## src/rtl/instr_dispatch_pkg.sv

```systemverilog
// Shared types and constants for the instruction dispatcher: FSM states,
// opcode encodings, instruction field layout and widths.
package instr_dispatch_pkg;

  localparam int INSTR_W = 16;
  localparam int OPC_W   = 4;
  localparam int REG_W   = 6;
  localparam int NUM_OPS = 1 << OPC_W;

  localparam int OPC_LSB = 12;
  localparam int RI_LSB  = 6;
  localparam int RJ_LSB  = 0;

  localparam logic [OPC_W-1:0] OP_MOVE = 4'd7;

  typedef enum logic [2:0] {
    ST_IDLE,
    ST_DECODE,
    ST_ISSUE,
    ST_WAIT,
    ST_RETIRE,
    ST_ERROR
  } state_e;

  function automatic logic [NUM_OPS-1:0] opc_onehot(input logic [OPC_W-1:0] opc);
    opc_onehot      = '0;
    opc_onehot[opc] = 1'b1;
  endfunction

endpackage

```

## src/rtl/dispatch_timer.sv

```systemverilog
// WAIT-state watchdog: counts cycles while enabled and flags the last
// permitted cycle so the dispatcher can declare a timeout.
module dispatch_timer #(
  parameter int TIMEOUT = 15
) (
  input  logic clk,
  input  logic reset,
  input  logic clear,
  input  logic enable,
  output logic expired
);

  localparam int CNT_W = (TIMEOUT < 2) ? 1 : $clog2(TIMEOUT + 1);
  localparam logic [CNT_W-1:0] LAST = CNT_W'(TIMEOUT - 1);

  logic [CNT_W-1:0] count_q, count_d;

  // count_q equals the number of WAIT cycles already elapsed, so expired
  // marks the TIMEOUT-th cycle; the counter saturates there.
  assign expired = (count_q == LAST);

  always_comb begin
    count_d = count_q;
    if (clear) begin
      count_d = '0;
    end else if (enable && !expired) begin
      count_d = count_q + CNT_W'(1);
    end
  end

  always_ff @(posedge clk or posedge reset) begin
    if (reset) begin
      count_q <= '0;
    end else begin
      count_q <= count_d;
    end
  end

endmodule

```

## src/rtl/instr_dispatch.sv

```systemverilog
// Instruction dispatcher: accepts one instruction at a time, checks the opcode
// against OP_MASK, starts the matching executor and retires it on done.
module instr_dispatch
  import instr_dispatch_pkg::*;
#(
  parameter logic [NUM_OPS-1:0] OP_MASK = 16'h0001 << OP_MOVE,
  parameter int                 TIMEOUT = 15
) (
  input  logic               clk,
  input  logic               reset,
  input  logic               instr_valid,
  input  logic [INSTR_W-1:0] instr,
  output logic               instr_ready,
  output logic [NUM_OPS-1:0] op_start,
  input  logic [NUM_OPS-1:0] op_done,
  output logic [REG_W-1:0]   Ri,
  output logic [REG_W-1:0]   Rj,
  output logic               retire,
  output logic [15:0]        retire_count,
  output logic               err_illegal,
  output logic               err_timeout,
  input  logic               err_clear
);

  state_e             state_q, state_d;
  logic [OPC_W-1:0]   opcode_q, opcode_d;
  logic [REG_W-1:0]   ri_q, ri_d;
  logic [REG_W-1:0]   rj_q, rj_d;
  logic [15:0]        retire_count_q, retire_count_d;
  logic               err_illegal_q, err_illegal_d;
  logic               err_timeout_q, err_timeout_d;
  logic               timer_clear, timer_enable, timer_expired;

  dispatch_timer #(
    .TIMEOUT(TIMEOUT)
  ) u_timer (
    .clk    (clk),
    .reset  (reset),
    .clear  (timer_clear),
    .enable (timer_enable),
    .expired(timer_expired)
  );

  always_comb begin
    state_d        = state_q;
    opcode_d       = opcode_q;
    ri_d           = ri_q;
    rj_d           = rj_q;
    retire_count_d = retire_count_q;
    err_illegal_d  = err_illegal_q;
    err_timeout_d  = err_timeout_q;
    timer_clear    = 1'b1;
    timer_enable   = 1'b0;

    case (state_q)
      ST_IDLE: begin
        if (instr_valid) begin
          opcode_d = instr[OPC_LSB +: OPC_W];
          ri_d     = instr[RI_LSB +: REG_W];
          rj_d     = instr[RJ_LSB +: REG_W];
          state_d  = ST_DECODE;
        end
      end
      ST_DECODE: begin
        if (OP_MASK[opcode_q]) begin
          state_d = ST_ISSUE;
        end else begin
          err_illegal_d = 1'b1;
          state_d       = ST_ERROR;
        end
      end
      ST_ISSUE: begin
        state_d = ST_WAIT;
      end
      ST_WAIT: begin
        timer_clear  = 1'b0;
        timer_enable = 1'b1;
        // done takes priority over a timeout landing in the same cycle
        if (op_done[opcode_q]) begin
          state_d = ST_RETIRE;
        end else if (timer_expired) begin
          err_timeout_d = 1'b1;
          state_d       = ST_ERROR;
        end
      end
      ST_RETIRE: begin
        retire_count_d = retire_count_q + 16'd1;
        state_d        = ST_IDLE;
      end
      ST_ERROR: begin
        if (err_clear) begin
          err_illegal_d = 1'b0;
          err_timeout_d = 1'b0;
          state_d       = ST_IDLE;
        end
      end
      default: begin
        state_d = ST_IDLE;
      end
    endcase
  end

  always_ff @(posedge clk or posedge reset) begin
    if (reset) begin
      state_q        <= ST_IDLE;
      opcode_q       <= '0;
      ri_q           <= '0;
      rj_q           <= '0;
      retire_count_q <= '0;
      err_illegal_q  <= 1'b0;
      err_timeout_q  <= 1'b0;
    end else begin
      state_q        <= state_d;
      opcode_q       <= opcode_d;
      ri_q           <= ri_d;
      rj_q           <= rj_d;
      retire_count_q <= retire_count_d;
      err_illegal_q  <= err_illegal_d;
      err_timeout_q  <= err_timeout_d;
    end
  end

  assign instr_ready  = (state_q == ST_IDLE);
  assign op_start     = (state_q == ST_ISSUE) ? opc_onehot(opcode_q) : '0;
  assign retire       = (state_q == ST_RETIRE);
  assign retire_count = retire_count_q;
  assign Ri           = ri_q;
  assign Rj           = rj_q;
  assign err_illegal  = err_illegal_q;
  assign err_timeout  = err_timeout_q;

endmodule

```

## config.mk

```make
export PLATFORM = sky130hd
export DESIGN_NAME = instr_dispatch
export DESIGN_NICKNAME = d
export VERILOG_FILES = /design/src/rtl/instr_dispatch_pkg.sv /design/src/rtl/dispatch_timer.sv /design/src/rtl/instr_dispatch.sv
export SDC_FILE = /design/constraint.sdc
export NUM_CORES = 1
export LEC_CHECK = 0
export ABC_AREA = 0
export BUFFER_PORTS_ARGS = -buffer_cell sky130_fd_sc_hd__buf_2
export CAP_MARGIN = 20
export CORE_UTILIZATION = 35
export CTS_CLUSTER_DIAMETER = 120
export DETAILED_ROUTE_END_ITERATION = 8
export PLACE_DENSITY = 0.65
export SLEW_MARGIN = 10
export SYNTH_ARGS = -nofsm -noshare
export SYNTH_HDL_FRONTEND = slang
export SYNTH_SLANG_ARGS = --single-unit
```

## constraint.sdc

```tcl
create_clock -name clk -period 1.7 [get_ports clk]
set_input_delay 0.085 -clock clk [delete_from_list [all_inputs] [get_ports clk]]
set_output_delay 0.085 -clock clk [all_outputs]
set_load 0.01 [all_outputs]
```

==> impl_metrics.yaml <==
hold_path:
  worstHoldPathType: "primary input to flop"
  min_to: "opcode_q[1]"
  hp-start: "instr[13]"
  hold_depth: 2
outcome:
  violations: "negative setup slack"
  status: "finished with violations"
routing:
  wl_per_cell_um: 13.0
  drt-initial-drc-count: 33
  ant_nets: 0
  routed-via-count: 1722
  drc: 0
  viasPerCell: 4.91
  detail_route.wirelength_mm: 4.58
  dr.pass1.iters: 4
yosys:
  ys_seq_area_frac: 0.498
  synth_most_common_cell: "dfrtp_1"
  synth_edf_count: 0
  yosys-top-cells-count: "dfrtp_1, nor2_1, mux2_2, xnor2_1, nor3_1"
  async_reset_ff_frac: 1.00
  yosysWarningCount: 0
  synth-seq-cells: 41
  synth_cell_types: 41
  syn-cell-area_mm2: 0.00206
  synth_nets: 218
  yosys.area.top_type: "dfrtp_1"
  synthCells: 179
  synth_top_cells_by_area: "dfrtp_1, mux2_2, xnor2_1"
  synth_top_flop_cell: "dfrtp_1"
  synth_area_per_cell_um2: 11.5
  synth_top_area_share: 0.498
clock_tree:
  clock_sink_count: 41
  clock_path_buffers: 2
  clk_latency_ps: 290
  htreeDepth: 2
  cts_buffers: 5
  tritoncts: "yes"
  clock-root-buffer: "clkbuf_8"
  clk_pin_slew_worst_paths_ps: 80
global_route:
  grt_max_degree: 19
  met3_usage: 0.0448
  first_global_vias: 1724
  grt_overflow_total: 0
  busiest_layer: "met2"
  use_met1: 0.181
  grt_pass1_wl_mm: 7.65
  antenna_found_initial: 0
  grtUsageMet2: 0.285
  grtUsageTotal: 0.159
floorplan:
  dieArea_mm2: 0.00620
  rows: 27
  fp.dieH_um: 78.7
  start_util: 0.369
  die_w_um: 78.7
  ios: 84
  core_area_mm2: 0.00557
place:
  gp_congestion: 0.809
  port_buffers: 83
  dp_cells: 340
  dp_hpwl_mm: 3.45
worst_setup_path:
  critPathLaunchType: "flop"
  required_ps: 1620
  critPathKind: "flop to output pin"
  setup.worst_path.end_class: "output pin"
  rr_startpoint: "state_q[0]"
  reg2reg_depth: 6
  crit_arrival_ps: 1630
  path_max_fanout: 4
  r2r-end: "retire_count[7]"
  reg2reg_slack_ps: 30
timing:
  finalHoldViolations: 0
  finalMaxSlewViolations: 0
  skew_ps: 5.65
  rsz0062_at_grt: "true"
  maxSlewHeadroom: 0.640
  worst_slack_ps: -10.1
  setup_viol_count_final: 1
  fmax_mhz: 585
  tightest_slew_ps: 536
  period_needed_ps: 1710
  period_share: 1.01
cells_and_area:
  drive_gt1_frac: 0.527
  n_antenna_cell: 0
  final_core_util: 0.508
  n_fill_cell: 523
  area.growth.synth_to_final_pct: 37.6
  stdcell_count: 351
  fin_nets: 318
power:
  ir_drop_uv: 615
  leakage_nw: 1.40
  power.density_mw_per_mm2: 1430
flow_run:
  drv_cap: 0
## where the power goes
part / internal [mW] / total, mW / switching, mW
combinational: 0.979 / 1.81 / 0.835
clock: 0.321 / 0.648 / 0.327
sequential: 1.28 / 1.58 / 0.296
total: 2.58 / 4.04 / 1.46
## cells in the final DEF, fill, tap and decap left out, drive strengths merged, types with 2 or more instances in the layout
cell type	netlist	layout
a21oi	2	2
a31oi	3	3
and3	3	3
buf	6	100
clkbuf	2	6
dfrtp	41	41
ha	3	3
inv	8	7
mux2	17	17
mux2i	3	3
mux4	4	4
nand2	8	8
nand2b	3	3
nand3	8	8
nand3b	2	2
nand4	3	3
nor2	18	18
nor2b	2	2
nor3	10	10
nor3b	2	2
o22ai	2	2
xnor2	11	11
xor2	6	6
## routing by layer
layer	wire, µm	vias to the layer above
li1	-	822
met1	1880	821
met2	2320	75
met3	345	4
met4	34	0
met5	0	-
## sequential cells by signal, summed over array words and instances, names as in the netlist
| name | count |
|---|---|
| u_timer.count_q | 4 |
| err_illegal | 1 |
| Rj | 6 |
| Ri | 6 |
| retire_count | 16 |
| err_timeout | 1 |
| state_q | 3 |
| opcode_q | 4 |
## cell families after synthesis
family | synth area share
AOI/OAI and AO/OA | 0.0431
xor gates and xnor gates | 0.0723
adders and majority gates | 0.0182
buffers and inverters | 0.0383
DFF | 0.498
muxes | 0.157
and+or+nand+nor | 0.173
## critical path, cell delays in order (launching register included)
cell and delay [ps]:
dfrtp_2 430, inv_2 60, and3_4 170, or3b_4 410, nor3_2 120, buf_2 150
## stage by stage
step	hold slack, ps	setup WS (ps)	area, µm²	TNS [ps]	power [mW]
6_report	23.4	-10.1	2830	-10.1	4.04
5_1_grt	13.0	-71.0	2830	-480	4.35
4_1_cts	12.3	-27.8	2770	-27.8	4.03
3_5_place_dp	86.4	-84.9	2650	-84.9	3.28
3_3_place_gp	84.9	-31.4	2650	-31.4	3.23
2_1_floorplan	237	27.0	2070	0	2.68
## how the worst max path moves through the flow
stage | from | endpoint | slack, ps | cells after the start
after floorplan | state_q[1] | Ri[0] | 30 | 6
after global placement | opcode_q[2] | state_q[2] | -30 | 4
after detailed placement | opcode_q[2] | state_q[2] | -80 | 4
after CTS | state_q[0] | op_start[0] | -30 | 5
after global routing | state_q[2] | op_start[0] | -70 | 5
final | state_q[0] | op_start[0] | -10 | 5
## timing repair
| action | 4_1_cts | 5_1_grt |
|---|---|---|
| hold buffers | 1 | 0 |
| pin swaps | 0 | 2 |
| setup buffers | 3 | 0 |
| hold endpoints to repair | 12 | 0 |
| endpoints found under the setup margin | 15 | 17 |
| gates resized for setup | 4 | 17 |
## cell type report
class | count | area (µm²) | share of cell area
flip-flops and latches | 41 | 1030 | 0.363
multi-input cells | 122 | 1030 | 0.363
repair buffers | 101 | 566 | 0.200
well taps | 72 | 90.1 | 0.0318
clock inverters | 1 | 7.51 | 0.00265
inverters | 8 | 30.0 | 0.0106
clock buffers | 6 | 82.6 | 0.0291
No activity file was read; power rests on OpenSTA's default activity.
